$ cat config.mk
export PLATFORM = sky130hd
export DESIGN_NAME = dispatch_unit
export DESIGN_NICKNAME = d
export VERILOG_FILES = /design/src/rtl/dispatch_unit_pkg.sv /design/src/rtl/dispatch_unit_rename_table.sv /design/src/rtl/dispatch_unit.sv
export SDC_FILE = /design/constraint.sdc
export NUM_CORES = 1
export LEC_CHECK = 0
export ABC_CLOCK_PERIOD_IN_PS = 4100
export BUFFER_PORTS_ARGS = -buffer_cell sky130_fd_sc_hd__buf_4
export CAP_MARGIN = 40
export CORE_MARGIN = 3
export CORE_UTILIZATION = 52
export DETAILED_ROUTE_END_ITERATION = 16
export MAX_ROUTING_LAYER = met4
export PLACE_DENSITY = 0.83
export SETUP_SLACK_MARGIN = 0.02
export SYNTH_ARGS = -nofsm -noshare
export SYNTH_HDL_FRONTEND = slang
export SYNTH_SLANG_ARGS = --single-unit
export TNS_END_PERCENT = 100
$ cat constraint.sdc
create_clock -name clk -period 4.1 [get_ports clk]
set_input_delay 0.82 -clock clk [delete_from_list [all_inputs] [get_ports clk]]
set_output_delay 0.82 -clock clk [all_outputs]
set_load 0.02 [all_outputs]
$ cat src/rtl/dispatch_unit_pkg.sv
// Shared definitions for the dispatch stage: invalid tag, unit encodings and
// the decoded bundle as produced by the decoder at default widths.
package dispatch_unit_pkg;

   localparam int unsigned TAG_INVALID = 0;

   localparam int unsigned DEF_XLEN   = 32;
   localparam int unsigned DEF_NREG_W = 5;
   localparam int unsigned DEF_OP_W   = 6;

   typedef enum logic [2:0] {
      EXU_ALU = 3'd0,
      EXU_MUL = 3'd1,
      EXU_LSU = 3'd2,
      EXU_BR  = 3'd3,
      EXU_ERR = 3'd4
   } exu_e;

   typedef struct packed {
      logic [DEF_OP_W-1:0]   op;
      exu_e                  ex_unit;
      logic [DEF_NREG_W-1:0] rs1;
      logic [DEF_NREG_W-1:0] rs2;
      logic [DEF_NREG_W-1:0] rd;
      logic [1:0]            rs_en;
      logic                  rd_en;
      logic [DEF_XLEN-1:0]   imm;
      logic                  imm_en;
   } dec_bundle_t;

endpackage

$ cat src/rtl/dispatch_unit_rename_table.sv
// Register-to-ROB-tag map: two read ports, one dispatch write port,
// commit-clear on tag match and whole-table flush clear.
module rename_table
   import dispatch_unit_pkg::*;
#(
   parameter int unsigned TAG_W  = 4,
   parameter int unsigned NREG_W = 5
) (
   input  logic              clk,
   input  logic              rst,
   input  logic              flush,
   input  logic [NREG_W-1:0] raddr1_i,
   input  logic [NREG_W-1:0] raddr2_i,
   output logic [TAG_W-1:0]  rtag1_o,
   output logic [TAG_W-1:0]  rtag2_o,
   input  logic              we_i,
   input  logic [NREG_W-1:0] waddr_i,
   input  logic [TAG_W-1:0]  wtag_i,
   input  logic              commit_valid_i,
   input  logic [NREG_W-1:0] commit_rd_i,
   input  logic [TAG_W-1:0]  commit_tag_i
);

   localparam int unsigned NREG = 1 << NREG_W;

   logic [TAG_W-1:0] tab_q [NREG];
   logic [TAG_W-1:0] tab_d [NREG];

   assign rtag1_o = tab_q[raddr1_i];
   assign rtag2_o = tab_q[raddr2_i];

   // Write is applied after the commit clear so a same-cycle rename wins.
   always_comb begin
      tab_d = tab_q;
      if (commit_valid_i && tab_q[commit_rd_i] == commit_tag_i)
         tab_d[commit_rd_i] = TAG_W'(TAG_INVALID);
      if (we_i)
         tab_d[waddr_i] = wtag_i;
      if (flush)
         for (int unsigned i = 0; i < NREG; i++) tab_d[i] = TAG_W'(TAG_INVALID);
   end

   always_ff @(posedge clk) begin
      if (!rst) begin
         for (int unsigned i = 0; i < NREG; i++) tab_q[i] <= TAG_W'(TAG_INVALID);
      end else begin
         tab_q <= tab_d;
      end
   end

endmodule

$ cat src/rtl/dispatch_unit.sv
// Decode-to-issue stage: instruction FIFO, rename lookup with CDB bypass,
// ROB tag allocation and one registered issue bundle per cycle.
module dispatch_unit
   import dispatch_unit_pkg::*;
#(
   parameter int unsigned XLEN     = 32,
   parameter int unsigned TAG_W    = 4,
   parameter int unsigned NREG_W   = 5,
   parameter int unsigned OP_W     = 6,
   parameter int unsigned EXU_N    = 4,
   parameter int unsigned IQ_DEPTH = 4
) (
   input  logic                         clk,
   input  logic                         rst,
   input  logic                         flush,
   input  logic                         in_valid,
   output logic                         in_ready,
   input  logic [OP_W-1:0]              in_op,
   input  logic [$clog2(EXU_N+1)-1:0]   in_ex_unit,
   input  logic [NREG_W-1:0]            in_rs1,
   input  logic [NREG_W-1:0]            in_rs2,
   input  logic [NREG_W-1:0]            in_rd,
   input  logic [1:0]                   in_rs_en,
   input  logic                         in_rd_en,
   input  logic [XLEN-1:0]              in_imm,
   input  logic                         in_imm_en,
   output logic [NREG_W-1:0]            rf_raddr1,
   output logic [NREG_W-1:0]            rf_raddr2,
   input  logic [XLEN-1:0]              rf_rdata1,
   input  logic [XLEN-1:0]              rf_rdata2,
   input  logic                         rob_avail,
   input  logic [TAG_W-1:0]             rob_tag,
   output logic                         rob_alloc,
   output logic [NREG_W-1:0]            rob_rd,
   output logic [OP_W-1:0]              rob_op,
   input  logic                         cdb_valid,
   input  logic [TAG_W-1:0]             cdb_tag,
   input  logic [XLEN-1:0]              cdb_val,
   input  logic                         commit_valid,
   input  logic [NREG_W-1:0]            commit_rd,
   input  logic [TAG_W-1:0]             commit_tag,
   input  logic [EXU_N-1:0]             rs_full,
   output logic                         out_valid,
   output logic [$clog2(EXU_N+1)-1:0]   out_ex_unit,
   output logic [OP_W-1:0]              out_op,
   output logic [TAG_W-1:0]             out_tag1,
   output logic [TAG_W-1:0]             out_tag2,
   output logic [XLEN-1:0]              out_val1,
   output logic [XLEN-1:0]              out_val2,
   output logic [TAG_W-1:0]             out_target,
   output logic                         illegal
);

   localparam int unsigned EXU_W = $clog2(EXU_N + 1);
   localparam int unsigned PTR_W = $clog2(IQ_DEPTH);
   localparam int unsigned CNT_W = PTR_W + 1;

   typedef struct packed {
      logic [OP_W-1:0]   op;
      logic [EXU_W-1:0]  ex_unit;
      logic [NREG_W-1:0] rs1;
      logic [NREG_W-1:0] rs2;
      logic [NREG_W-1:0] rd;
      logic [1:0]        rs_en;
      logic              rd_en;
      logic [XLEN-1:0]   imm;
      logic              imm_en;
   } bundle_t;

   bundle_t           iq_q [IQ_DEPTH];
   bundle_t           head;
   logic [PTR_W-1:0]  rd_ptr_q, rd_ptr_d, wr_ptr_q, wr_ptr_d;
   logic [CNT_W-1:0]  cnt_q, cnt_d;
   logic              head_valid, head_illegal, unit_full;
   logic              fire, drop, pop, push;
   logic [TAG_W-1:0]  ren1, ren2, src1_tag, src2_tag;
   logic [XLEN-1:0]   src1_val, src2_val;

   logic              out_valid_q, out_valid_d, illegal_q, illegal_d;
   logic [EXU_W-1:0]  out_ex_unit_q, out_ex_unit_d;
   logic [OP_W-1:0]   out_op_q, out_op_d;
   logic [TAG_W-1:0]  out_tag1_q, out_tag1_d, out_tag2_q, out_tag2_d;
   logic [TAG_W-1:0]  out_target_q, out_target_d;
   logic [XLEN-1:0]   out_val1_q, out_val1_d, out_val2_q, out_val2_d;

   assign head         = iq_q[rd_ptr_q];
   assign head_valid   = (cnt_q != '0);
   assign head_illegal = (head.ex_unit >= EXU_W'(EXU_N));
   assign in_ready     = (cnt_q != CNT_W'(IQ_DEPTH));

   always_comb begin
      unit_full = 1'b0;
      for (int unsigned i = 0; i < EXU_N; i++)
         if (head.ex_unit == EXU_W'(i)) unit_full = rs_full[i];
   end

   assign fire = head_valid && !flush && !head_illegal && rob_avail && !unit_full;
   assign drop = head_valid && !flush && head_illegal;
   assign pop  = fire || drop;
   assign push = in_valid && in_ready && !flush;

   assign rf_raddr1 = head.rs1;
   assign rf_raddr2 = head.rs2;
   assign rob_alloc = fire;
   assign rob_rd    = head.rd_en ? head.rd : '0;
   assign rob_op    = head.op;

   rename_table #(
      .TAG_W  (TAG_W),
      .NREG_W (NREG_W)
   ) u_rename (
      .clk            (clk),
      .rst            (rst),
      .flush          (flush),
      .raddr1_i       (head.rs1),
      .raddr2_i       (head.rs2),
      .rtag1_o        (ren1),
      .rtag2_o        (ren2),
      .we_i           (fire && head.rd_en && head.rd != '0),
      .waddr_i        (head.rd),
      .wtag_i         (rob_tag),
      .commit_valid_i (commit_valid),
      .commit_rd_i    (commit_rd),
      .commit_tag_i   (commit_tag)
   );

   // A pending producer is either still outstanding (tag) or broadcasting now (value).
   always_comb begin
      src1_tag = TAG_W'(TAG_INVALID);
      src1_val = rf_rdata1;
      if (head.rs_en[0] && head.rs1 != '0 && ren1 != TAG_W'(TAG_INVALID)) begin
         if (cdb_valid && cdb_tag == ren1) src1_val = cdb_val;
         else                              src1_tag = ren1;
      end
      src2_tag = TAG_W'(TAG_INVALID);
      src2_val = rf_rdata2;
      if (head.imm_en) begin
         src2_val = head.imm;
      end else if (head.rs_en[1] && head.rs2 != '0 && ren2 != TAG_W'(TAG_INVALID)) begin
         if (cdb_valid && cdb_tag == ren2) src2_val = cdb_val;
         else                              src2_tag = ren2;
      end
   end

   always_comb begin
      rd_ptr_d = rd_ptr_q;
      wr_ptr_d = wr_ptr_q;
      cnt_d    = cnt_q;
      if (flush) begin
         rd_ptr_d = '0;
         wr_ptr_d = '0;
         cnt_d    = '0;
      end else begin
         if (pop)  rd_ptr_d = rd_ptr_q + 1'b1;
         if (push) wr_ptr_d = wr_ptr_q + 1'b1;
         if (push && !pop)      cnt_d = cnt_q + 1'b1;
         else if (pop && !push) cnt_d = cnt_q - 1'b1;
      end
   end

   always_ff @(posedge clk) begin
      if (push) begin
         iq_q[wr_ptr_q] <= '{op: in_op, ex_unit: in_ex_unit, rs1: in_rs1, rs2: in_rs2,
                             rd: in_rd, rs_en: in_rs_en, rd_en: in_rd_en,
                             imm: in_imm, imm_en: in_imm_en};
      end
   end

   always_comb begin
      out_valid_d   = fire;
      illegal_d     = drop;
      out_ex_unit_d = out_ex_unit_q;
      out_op_d      = out_op_q;
      out_tag1_d    = out_tag1_q;
      out_tag2_d    = out_tag2_q;
      out_val1_d    = out_val1_q;
      out_val2_d    = out_val2_q;
      out_target_d  = out_target_q;
      if (fire) begin
         out_ex_unit_d = head.ex_unit;
         out_op_d      = head.op;
         out_tag1_d    = src1_tag;
         out_tag2_d    = src2_tag;
         out_val1_d    = src1_val;
         out_val2_d    = src2_val;
         out_target_d  = rob_tag;
      end
   end

   always_ff @(posedge clk) begin
      if (!rst) begin
         rd_ptr_q      <= '0;
         wr_ptr_q      <= '0;
         cnt_q         <= '0;
         out_valid_q   <= 1'b0;
         illegal_q     <= 1'b0;
         out_ex_unit_q <= '0;
         out_op_q      <= '0;
         out_tag1_q    <= '0;
         out_tag2_q    <= '0;
         out_val1_q    <= '0;
         out_val2_q    <= '0;
         out_target_q  <= '0;
      end else begin
         rd_ptr_q      <= rd_ptr_d;
         wr_ptr_q      <= wr_ptr_d;
         cnt_q         <= cnt_d;
         out_valid_q   <= out_valid_d;
         illegal_q     <= illegal_d;
         out_ex_unit_q <= out_ex_unit_d;
         out_op_q      <= out_op_d;
         out_tag1_q    <= out_tag1_d;
         out_tag2_q    <= out_tag2_d;
         out_val1_q    <= out_val1_d;
         out_val2_q    <= out_val2_d;
         out_target_q  <= out_target_d;
      end
   end

   assign out_valid   = out_valid_q;
   assign illegal     = illegal_q;
   assign out_ex_unit = out_ex_unit_q;
   assign out_op      = out_op_q;
   assign out_tag1    = out_tag1_q;
   assign out_tag2    = out_tag2_q;
   assign out_val1    = out_val1_q;
   assign out_val2    = out_val2_q;
   assign out_target  = out_target_q;

endmodule
# Word-level counts from Yosys, hierarchy flattened
# Memories as Yosys holds them, arrays and structs flattened. A register that Yosys moved wholly into a read port is not among the register bits.
# Cells that the tools add are included.
[classes]
n_reduce_logical = 35
addsub = 4
magnitude_cmp = 7
n_mux = 37
eq_ne = 7
n_bitwise = 7
[ops]
columns = ["operator", "n"]
rows = [
  ["$mux 128", 2],
  ["$mux 32", 5],
  ["$and 128x128->128", 1],
  ["$bwmux 128", 1],
  ["$not 128->128", 1],
  ["$bmux 4 s5", 3],
  ["$mux 4", 13],
  ["$demux 4 s5", 2],
  ["$ge 6x6->1 const B", 4],
  ["$not 5->6", 4],
  ["$logic_and 1x1->1", 20],
  ["$reduce_bool 5->1", 3],
  ["$eq 4x4->1", 3],
  ["$lt 6x1->1 const B", 2],
  ["$reduce_bool 4->1", 2],
  ["$eq 3x2->1 const B", 2],
  ["$mux 1", 6],
  ["$mux 3", 2],
  ["$logic_not 1->1", 5],
  ["$mux 5", 1],
  ["$add 2x1->2 const B", 2],
  ["$mux 2", 2],
  ["$add 3x1->3 const B", 1],
  ["$eq 3x1->1 const B", 1],
  ["other kinds (9)", 9],
]
[word_totals]
input_bits = 184
ram_bits = 240
reg_bits = 222
n_memories = 1
[mem_list]
columns = ["memory", "depth", "width", "rd", "rd_ports_with_merged_regs", "wr", "line_no", "rtl"]
rows = [
  ["iq_q", 4, 60, 1, 1, 1, "dispatch_unit.sv:70", "bundle_t iq_q [IQ_DEPTH];"],
]

# Depth between registers and ports, before layout
# Gate-level depths: netlist (run 1).
[depth]
depth_word = 11
ltp_mapped = 16

# Cells and area by module
# From an unflattened synthesis (run 1), not the netlist that was laid out.
[hier_totals]
hier_cells = 1657
area_unflattened_um2 = 22346.4
[by_module_without_submodules]
columns = ["mod", "area_per_inst_um2", "cells_each", "instances"]
rows = [
  ["dispatch_unit", 13509.2, 880, 1],
  ["rename_table", 8837.2, 777, 1],
]

# Least setup slack after synthesis (run 1)
# Ideal clock, no wire load.
[synth_timing]
kind = "input port to flip-flop"
from = "in commit_rd[0]"
to = "reg u_rename.tab_q[110] (netlist bit)"
setup_slack_ns = 0.167
arrival_ns = 3.805
path_buffers = 2
required_ns = 3.972
cell_stages = 12
cell_sequence = "buf_2 > buf_1 > mux4_2 > a22oi_1 > nand4_1 > xor2_1 > nor4_1 > nand2_1 > nor3_1 > a21oi_1 > a22oi_1 > nor2_1"
[synth_via]
elab_chain_len = 10
[synth_lines]
columns = ["item", "line_no", "rtl"]
rows = [
  ["start, declared", "dispatch_unit.sv:40", "input logic [NREG_W-1:0] commit_rd,"],
  ["$not 5->6 (implied by the code) *", "dispatch_unit_rename_table.sv:35, dispatch_unit_rename_table.sv:36", ""],
  ["$ge 6x6->1 (implied by the code) / $lt 6x1->1 (equally long branches)", "dispatch_unit_rename_table.sv:36", "tab_d[commit_rd_i] = TAG_W'(TAG_INVALID);"],
  ["$logic_and 1x1->1 (implied by the code)", "dispatch_unit_rename_table.sv:36", ""],
  ["$mux 4 (implied by the code)", "dispatch_unit_rename_table.sv:36", ""],
  ["$demux 4 s5", "dispatch_unit_rename_table.sv:36", ""],
  ["$not 128->128 (no line)", "n/a", ""],
  ["$and 128x128->128 (no line)", "n/a", ""],
  ["$mux 128 *", "dispatch_unit_rename_table.sv:35", "if (commit_valid_i && tab_q[commit_rd_i] == commit_tag_i)"],
  ["$bwmux 128", "dispatch_unit_rename_table.sv:38", "tab_d[waddr_i] = wtag_i;"],
  ["$mux 128 *", "dispatch_unit_rename_table.sv:37", "if (we_i)"],
  ["end signal, assigned", "dispatch_unit_rename_table.sv:47", "tab_q <= tab_d;"],
  ["end, declared", "dispatch_unit_rename_table.sv:26", "logic [TAG_W-1:0] tab_q [NREG];"],
]
# Mark *: on every way between the ends. The rest lies on a longest branch, timed or not. The select of a mux whose other input is x is not followed.
# A chain may end at the register's enable or synchronous reset.

==> impl_metrics.py, run 1 <==
metrics = {
    "status": {
        "outcome": "completed",
    },
    "detailed_routing": {
        "wl_microns": 70700,
        "first_pass_iters": 6,
        "wl_per_cell_microns": 27.5,
        "num_vias": 16525,
        "drt_iter0_markers": 2114,
        "via_per_inst": 6.43,
        "drc": 0,
        "ant_nets": 0,
    },
    "logic_synthesis": {
        "synth-seq-cells": 464,
        "synth_area_leaders": "edfxtp_1, dfxtp_1, mux4_2, mux2i_1, a22oi_1",
        "synth_fa_ha_area_share_pct": 0.391,
        "synth_edf_count": 240,
        "syn_area_per_cell_sq_um": 12.6,
        "synthMuxAreaShare_pct": 20.2,
        "ys.warnings.count": 0,
        "synthArstFlopShare_pct": 0,
        "synthSimpleGateAreaFrac_pct": 8.40,
        "synth_top_family_by_area": "multiplexers",
        "synthXorXnorAreaFrac_pct": 0.623,
        "yosysTopAreaCell": "edfxtp_1",
        "syn_inst": 1672,
        "synth_top_area_share_pct": 34.1,
        "synth-compound-area-share_pct": 11.6,
        "yosysSeqAreaShare_pct": 55.4,
        "synth_cell_types": 60,
        "synthesis.nets": 1862,
        "synth_flop_cell": "edfxtp_1",
        "netlist_area_sq_um": 21100,
    },
    "place": {
        "gp_congestion": 1.05,
        "place_hpwl_microns": 48000,
        "portBuffers": 293,
    },
    "sta": {
        "hold_violations": 0,
        "maxSlewHeadroom_pct": 49.7,
        "period_share_pct": 97.3,
        "period_minus_slack_ns": 3.99,
        "setup_tns_ns": 0,
        "setup_viol": 0,
        "fmax_ghz": 0.251,
        "rsz0062_at_grt": "true",
        "fin_skew_ns": 0.0316,
        "final_max_slew_viol_count": 0,
        "worst_slew_pin_slew_ns": 0.755,
    },
    "clocking": {
        "clock_path_buffers": 3,
        "cts_made_buffers": 48,
        "cts_tree": "yes",
        "root_buffer": "clkbuf_16",
        "clk_latency_ns": 0.62,
        "cts-htree-levels": 2,
        "postCtsHoldBufs": 0,
        "cts_sinks": 464,
        "clkSlewWorstSetupHoldPaths_ns": 0.07,
    },
    "pwr": {
        "clockPowerShare_pct": 42.2,
        "internal_power_mw": 7.71,
        "swShare_pct": 23.9,
        "peakVddDrop_uv": 296,
        "seqPwrFrac_pct": 48.9,
        "power_frac_comb_pct": 8.9,
        "p_switching_mw": 2.43,
        "p_leak_nw": 9.90,
        "power.density_nw_per_um2": 389,
    },
    "critical_path": {
        "endpoint_kind": "register",
        "arrival_ns": 4.45,
        "cp.required_ns": 4.56,
        "crit_type": "register to register",
        "crit_fanout": 20,
        "cp-start-kind": "register",
    },
    "die": {
        "coreArea_sq_um": 39900,
        "start_util_pct": 52.9,
        "dieArea_sq_um": 43000,
        "num_rows": 73,
        "io_pins": 294,
        "fp.dieW_microns": 207,
        "die_y_microns": 207,
    },
    "finish": {
        "area_growth_pct": 23.6,
        "drive_above_1_share_pct": 30.5,
        "seqCellArea_sq_um": 11700,
        "final.fill_count": 2828,
        "multi_input_area_sq_um": 8760,
        "nets": 2193,
        "fin_util_pct": 65.4,
    },
    "global_route": {
        "grt_max_degree": 58,
        "grt_pass1_wl_microns": 106000,
        "antenna_found_initial": 2,
        "grt_usage_pct": 33.2,
        "grt_pass1_vias": 16603,
        "overflow": 0,
    },
    "job": {
        "drv_cap": 0,
    },
    "min_path": {
        "hp-class": "primary input to register",
    },
}
-- worst max-delay path, stage by stage (launching register included) --
cell       delay [ns]
dfxtp_4          0.37
mux4_4           0.79
mux2_2           0.34
o311ai_1         0.43
o31ai_1          0.17
or3_1            0.41
a2111oi_4        0.45
nand4_4          0.29
buf_12           0.26
mux2i_1          0.22
o21ai_1          0.10
-- synthesized netlist by cell type, drive strengths merged (6+ instances only) --
master  instances
a22oi         189
and2           17
nand2b         12
nand3b          8
xor2           13
mux4          104
nand4          12
nand3          17
a21oi          57
nand2          62
nor3            6
nor2b           6
edfxtp        240
o22ai           6
clkbuf         76
buf            59
o21ai          74
inv            11
mux2            7
nor3b           8
nor2          207
dfxtp         224
and3            8
a21boi         17
mux2i         183
-- cells in the final DEF, fill, tap and decap left out, types with 50 or more instances in the layout --
| cell | n |
|---|---|
| nor2_1 | 207 |
| a21oi_1 | 57 |
| buf_4 | 394 |
| mux2i_1 | 182 |
| a22oi_1 | 189 |
| edfxtp_1 | 240 |
| mux4_2 | 103 |
| dfxtp_1 | 222 |
| nand2_1 | 62 |
| clkbuf_16 | 50 |
-- cell type report --
| class | instances | share of cell area [%] |
|---|---|---|
| sequential | 464 | 44.8 |
| multi-input combinational | 1063 | 33.6 |
| timing repair buffer | 415 | 13.0 |
| clock buffer | 68 | 5.17 |
| tap | 525 | 2.52 |
| clock inverter | 21 | 0.700 |
| inverter | 11 | 0.168 |
| antenna | 2 | 0.0192 |
-- worst paths after layout --
check | from | to | cells after the start | slack [ns]
setup / recovery | register | out_val2[13] | 10 | 0.11
hold / removal | in_op[2] | iq_q[0][56] | 1 | 0.42
setup reg to reg | register | out_val2[13] | 10 | 0.11
hold reg to reg | out_tag2[3] | out_tag2[3] | 2 | 0.46
-- kinds of logic (layout without fill, tap and decap cells) --
family	Yosys count	after routing
buffers and inverters	146	515
AND/OR/NAND/NOR	380	381
other	0	2
adder cells (fa/ha/maj)	6	6
flip-flops	464	464
XOR/XNOR	15	15
AO/OA/AOI/OAI	367	367
multiplexers	294	294
-- what timing repair did --
action / 4_1_cts / 5_1_grt
endpoints found under the setup margin: 6 / 47
setup buffers: 3 / 10
pin swaps: 2 / 1
resized for setup: 13 / 5
gates cloned: 3 / 0
hold endpoints to repair: 0 / 0
-- power groups by stage --
stage,Sequential (mW),Clock (mW),Combinational (mW)
after floorplan,5.07,0,0.437
after global placement,5.06,0,0.838
after detailed placement,5.06,0,0.854
after CTS,4.96,4.31,0.882
after global routing,4.96,4.49,0.949
final,4.96,4.27,0.902
-- stage by stage --
step           cells  setup WS [ns]  hold slack (ns)  power [mW]  cell area, sq um
2_1_floorplan   1672          0.167            0.465        5.51             21100
3_3_place_gp    2462          0.131            0.449        5.89             24300
3_5_place_dp    2462         0.0467            0.447        5.91             24300
4_1_cts         2557         0.0286            0.387        10.2             26000
5_1_grt         2569        0.00200            0.399        10.4             26100
6_report        2569          0.112            0.418        10.1             26100
-- sequential cells by signal, indices dropped and copies added (netlist names), named ones only --
register / flops
iq_q: 240
u_rename.tab_q: 128
out_val1: 32
out_val2: 32
out_op: 6
out_tag1: 4
out_tag2: 4
out_target: 4
cnt_q: 3
out_ex_unit: 3
rd_ptr_q: 2
wr_ptr_q: 2
illegal: 1
out_valid: 1
-- per-layer routing --
layer	track usage, %	up-vias	part of all wire [%]
met5	-	-	0
met4	14.4	0	5.2
met3	8.24	232	10
met2	51.4	1031	47
met1	41.8	8195	38
li1	-	7067	-
Power figures use the tool's default switching activity.
==> inputs of run 2 (changes only) <==
--- a/config.mk
+++ b/config.mk
@@ -5,14 +5,14 @@
 export SDC_FILE = /design/constraint.sdc
 export NUM_CORES = 1
 export LEC_CHECK = 0
-export ABC_CLOCK_PERIOD_IN_PS = 4100
+export ABC_CLOCK_PERIOD_IN_PS = 3800
 export BUFFER_PORTS_ARGS = -buffer_cell sky130_fd_sc_hd__buf_4
 export CAP_MARGIN = 40
 export CORE_MARGIN = 3
-export CORE_UTILIZATION = 52
+export CORE_UTILIZATION = 58
 export DETAILED_ROUTE_END_ITERATION = 16
 export MAX_ROUTING_LAYER = met4
-export PLACE_DENSITY = 0.83
+export PLACE_DENSITY = 0.87
 export SETUP_SLACK_MARGIN = 0.02
 export SYNTH_ARGS = -nofsm -noshare
 export SYNTH_HDL_FRONTEND = slang
==> constraint.sdc (replaced) <==
create_clock -name clk -period 3.8 [get_ports clk]
set_input_delay 0.76 -clock clk [delete_from_list [all_inputs] [get_ports clk]]
set_output_delay 0.76 -clock clk [all_outputs]
set_load 0.02 [all_outputs]
==> impl_metrics.py, run 2 (synthesized netlist as in run 1, its figures left out) <==
metrics = {
    "status": {
        "outcome": "finished, violations left",
        "failed_checks": "negative setup slack",
    },
    "pwr": {
        "internal_power_mw": 8.34,
        "clockPowerShare_pct": 41.9,
        "power.density_nw_per_um2": 419,
        "peakVddDrop_uv": 586,
        "p_switching_mw": 2.64,
        "total_power_mw": 11.0,
        "swShare_pct": 24.0,
        "power_frac_comb_pct": 9.3,
        "p_leak_nw": 9.85,
        "seqPwrFrac_pct": 48.8,
    },
    "critical_path": {
        "crit_type": "register to register",
        "rr_worst_depth": 13,
        "cp.required_ns": 4.33,
        "rrSetupSlack_ns": -0.20,
        "arrival_ns": 4.53,
        "endpoint": "out_val2[3]",
        "critPathMaxStageDelay_ns": 0.79,
        "worstPathCellList": "mux4_4 -> clkbuf_16 -> mux2_4 -> a222oi_1 -> o2bb2ai_1 -> a31oi_2 -> xor2_1 -> a2111oi_4 -> nand4_4 -> buf_12 -> clkbuf_16 -> mux2i_4 -> o21ai_1",
        "cp-start-kind": "register",
        "crit_fanout": 8,
        "endpoint_kind": "register",
        "regToRegEndpoint": "out_val2[3]",
        "cp_common_cell": "clkbuf_16",
        "cpMaxStageDelayCell": "mux4_4",
    },
    "detailed_routing": {
        "first_pass_iters": 7,
        "wl_per_cell_microns": 29.1,
        "via_per_inst": 6.78,
        "drt_iter0_markers": 2029,
        "num_vias": 16955,
        "ant_nets": 0,
        "wl_microns": 72600,
        "drc": 0,
    },
    "sta": {
        "hold_violations": 0,
        "worst_hold_slack_ns": 0.347,
        "timing.final.ws_setup_ns": -0.197,
        "rsz0062_at_grt": "true",
        "maxSlewHeadroom_pct": 47.5,
        "worst_slew_pin_slew_ns": 0.788,
        "period_share_pct": 105,
        "period_minus_slack_ns": 4.00,
        "final_max_slew_viol_count": 0,
        "fmax_ghz": 0.250,
        "setup_viol": 35,
        "fin_skew_ns": 0.0371,
    },
    "global_route": {
        "grt_usage_pct": 36.7,
        "grt_max_degree": 69,
        "grt_pass1_wl_microns": 104000,
        "antenna_found_initial": 1,
        "gr-usage-met1_pct": 46.2,
        "grt_util_met2_pct": 57.4,
        "gr-max-usage-layer": "met2",
        "grt_use_met3_pct": 8.79,
        "grt_pass1_vias": 16846,
        "overflow": 0,
    },
    "clocking": {
        "cts_tree": "yes",
        "cts_sinks": 464,
        "cts_made_buffers": 46,
        "clock_path_buffers": 3,
        "clk_latency_ns": 0.62,
        "clkSlewWorstSetupHoldPaths_ns": 0.07,
        "root_buffer": "clkbuf_16",
        "cts-htree-levels": 2,
        "postCtsHoldBufs": 0,
    },
    "die": {
        "dieArea_sq_um": 38700,
        "die_y_microns": 197,
        "io_pins": 294,
        "start_util_pct": 59.0,
        "coreArea_sq_um": 35700,
        "fp.dieW_microns": 197,
        "num_rows": 69,
    },
    "place": {
        "place_hpwl_microns": 46700,
        "portBuffers": 293,
        "place_ws_ns": -0.160,
        "gp_congestion": 1.03,
    },
    "finish": {
        "area_growth_pct": 24.2,
        "layout_commonest_cell": "buf_4",
        "reg.largest.list": "iq_q x240, u_rename.tab_q x128",
        "fin_util_pct": 73.3,
        "nets": 2189,
        "drive_above_1_share_pct": 31.6,
        "largest_reg_flops": 240,
        "final_cell_mix": "buf_4, edfxtp_1, dfxtp_1",
        "regMostFlops": "iq_q",
    },
    "min_path": {
        "hp-class": "primary input to register",
        "min_from": "in_imm[8]",
    },
    "job": {
        "drv_cap": 0,
    },
}
## run 2: cell count changes in the layout (fill, tap and decap cells not counted), sizes merged
cell      before  now
clkinv        15   12
bufbuf         2    0
buf          413  410
inv           14   12
clkbuf        68   72
clkinvlp       2    3
nand4         13   12
## run 2: worst max-delay path, delay by kind of cell (launching register included)
kind | cells | cell delay, ns
mux | 3 | 1.30
compound gates | 5 | 1.25
flops | 1 | 0.39
buf+inv | 3 | 0.61
simple gates | 1 | 0.17
xor+xnor | 1 | 0.20
## run 2: worst min path at each step
| stage | depth (start not counted) | slack, ns | end |
|---|---|---|---|
| after detailed placement | 2 | 0.46 | out_tag2[3] |
| after global routing | 1 | 0.33 | iq_q[2][15] |
| after CTS | 1 | 0.32 | iq_q[1][7] |
| final | 1 | 0.35 | iq_q[2][9] |
| after global placement | 2 | 0.45 | out_op[2] |
| after floorplan | 1 | 0.47 | u_rename.tab_q[126] |
## run 2: routing by layer
metal | part of all wire [%] | wire length, microns
met1 | 36 | 25800
met2 | 48 | 34900
met3 | 11 | 8030
met4 | 5.3 | 3840
met5 | 0 | 0
## run 2: through the flow
step           std cells  area [sq um]  TNS [ns]
5_1_grt             2498         26200     -5.45
6_report            2499         26200     -4.14
3_5_place_dp        2391         24100     -3.21
4_1_cts             2485         25900    -0.528
2_1_floorplan       1672         21100         0
3_3_place_gp        2391         24100    -0.708
## run 2: repair_timing
item | in CTS | in global routing
pin swaps | 4 | 6
cloned | 2 | 4
endpoints found under the setup margin | 61 | 49
hold endpoints to repair | 0 | 0
resized for setup | 15 | 35
buffers inserted | 7 | 8
## run 2: cell type report
type	instances	area, sq um
Sequential cell	464	11700
Clock buffer	68	1360
Timing Repair Buffer	414	3440
Antenna cell	2	5.00
Multi-Input combinational cell	1062	8910
Fill cell	2273	9530
Inverter	11	41.3
Clock inverter	17	183
Tap cell	461	577
## run 2: power by group through the flow
stage	Combinational (mW)	Clock (mW)	Sequential [mW]
after floorplan	0.472	0	5.47
after global placement	0.895	0	5.45
after detailed placement	0.914	0	5.46
after CTS	0.944	4.63	5.35
after global routing	1.06	4.84	5.36
final	1.02	4.60	5.36
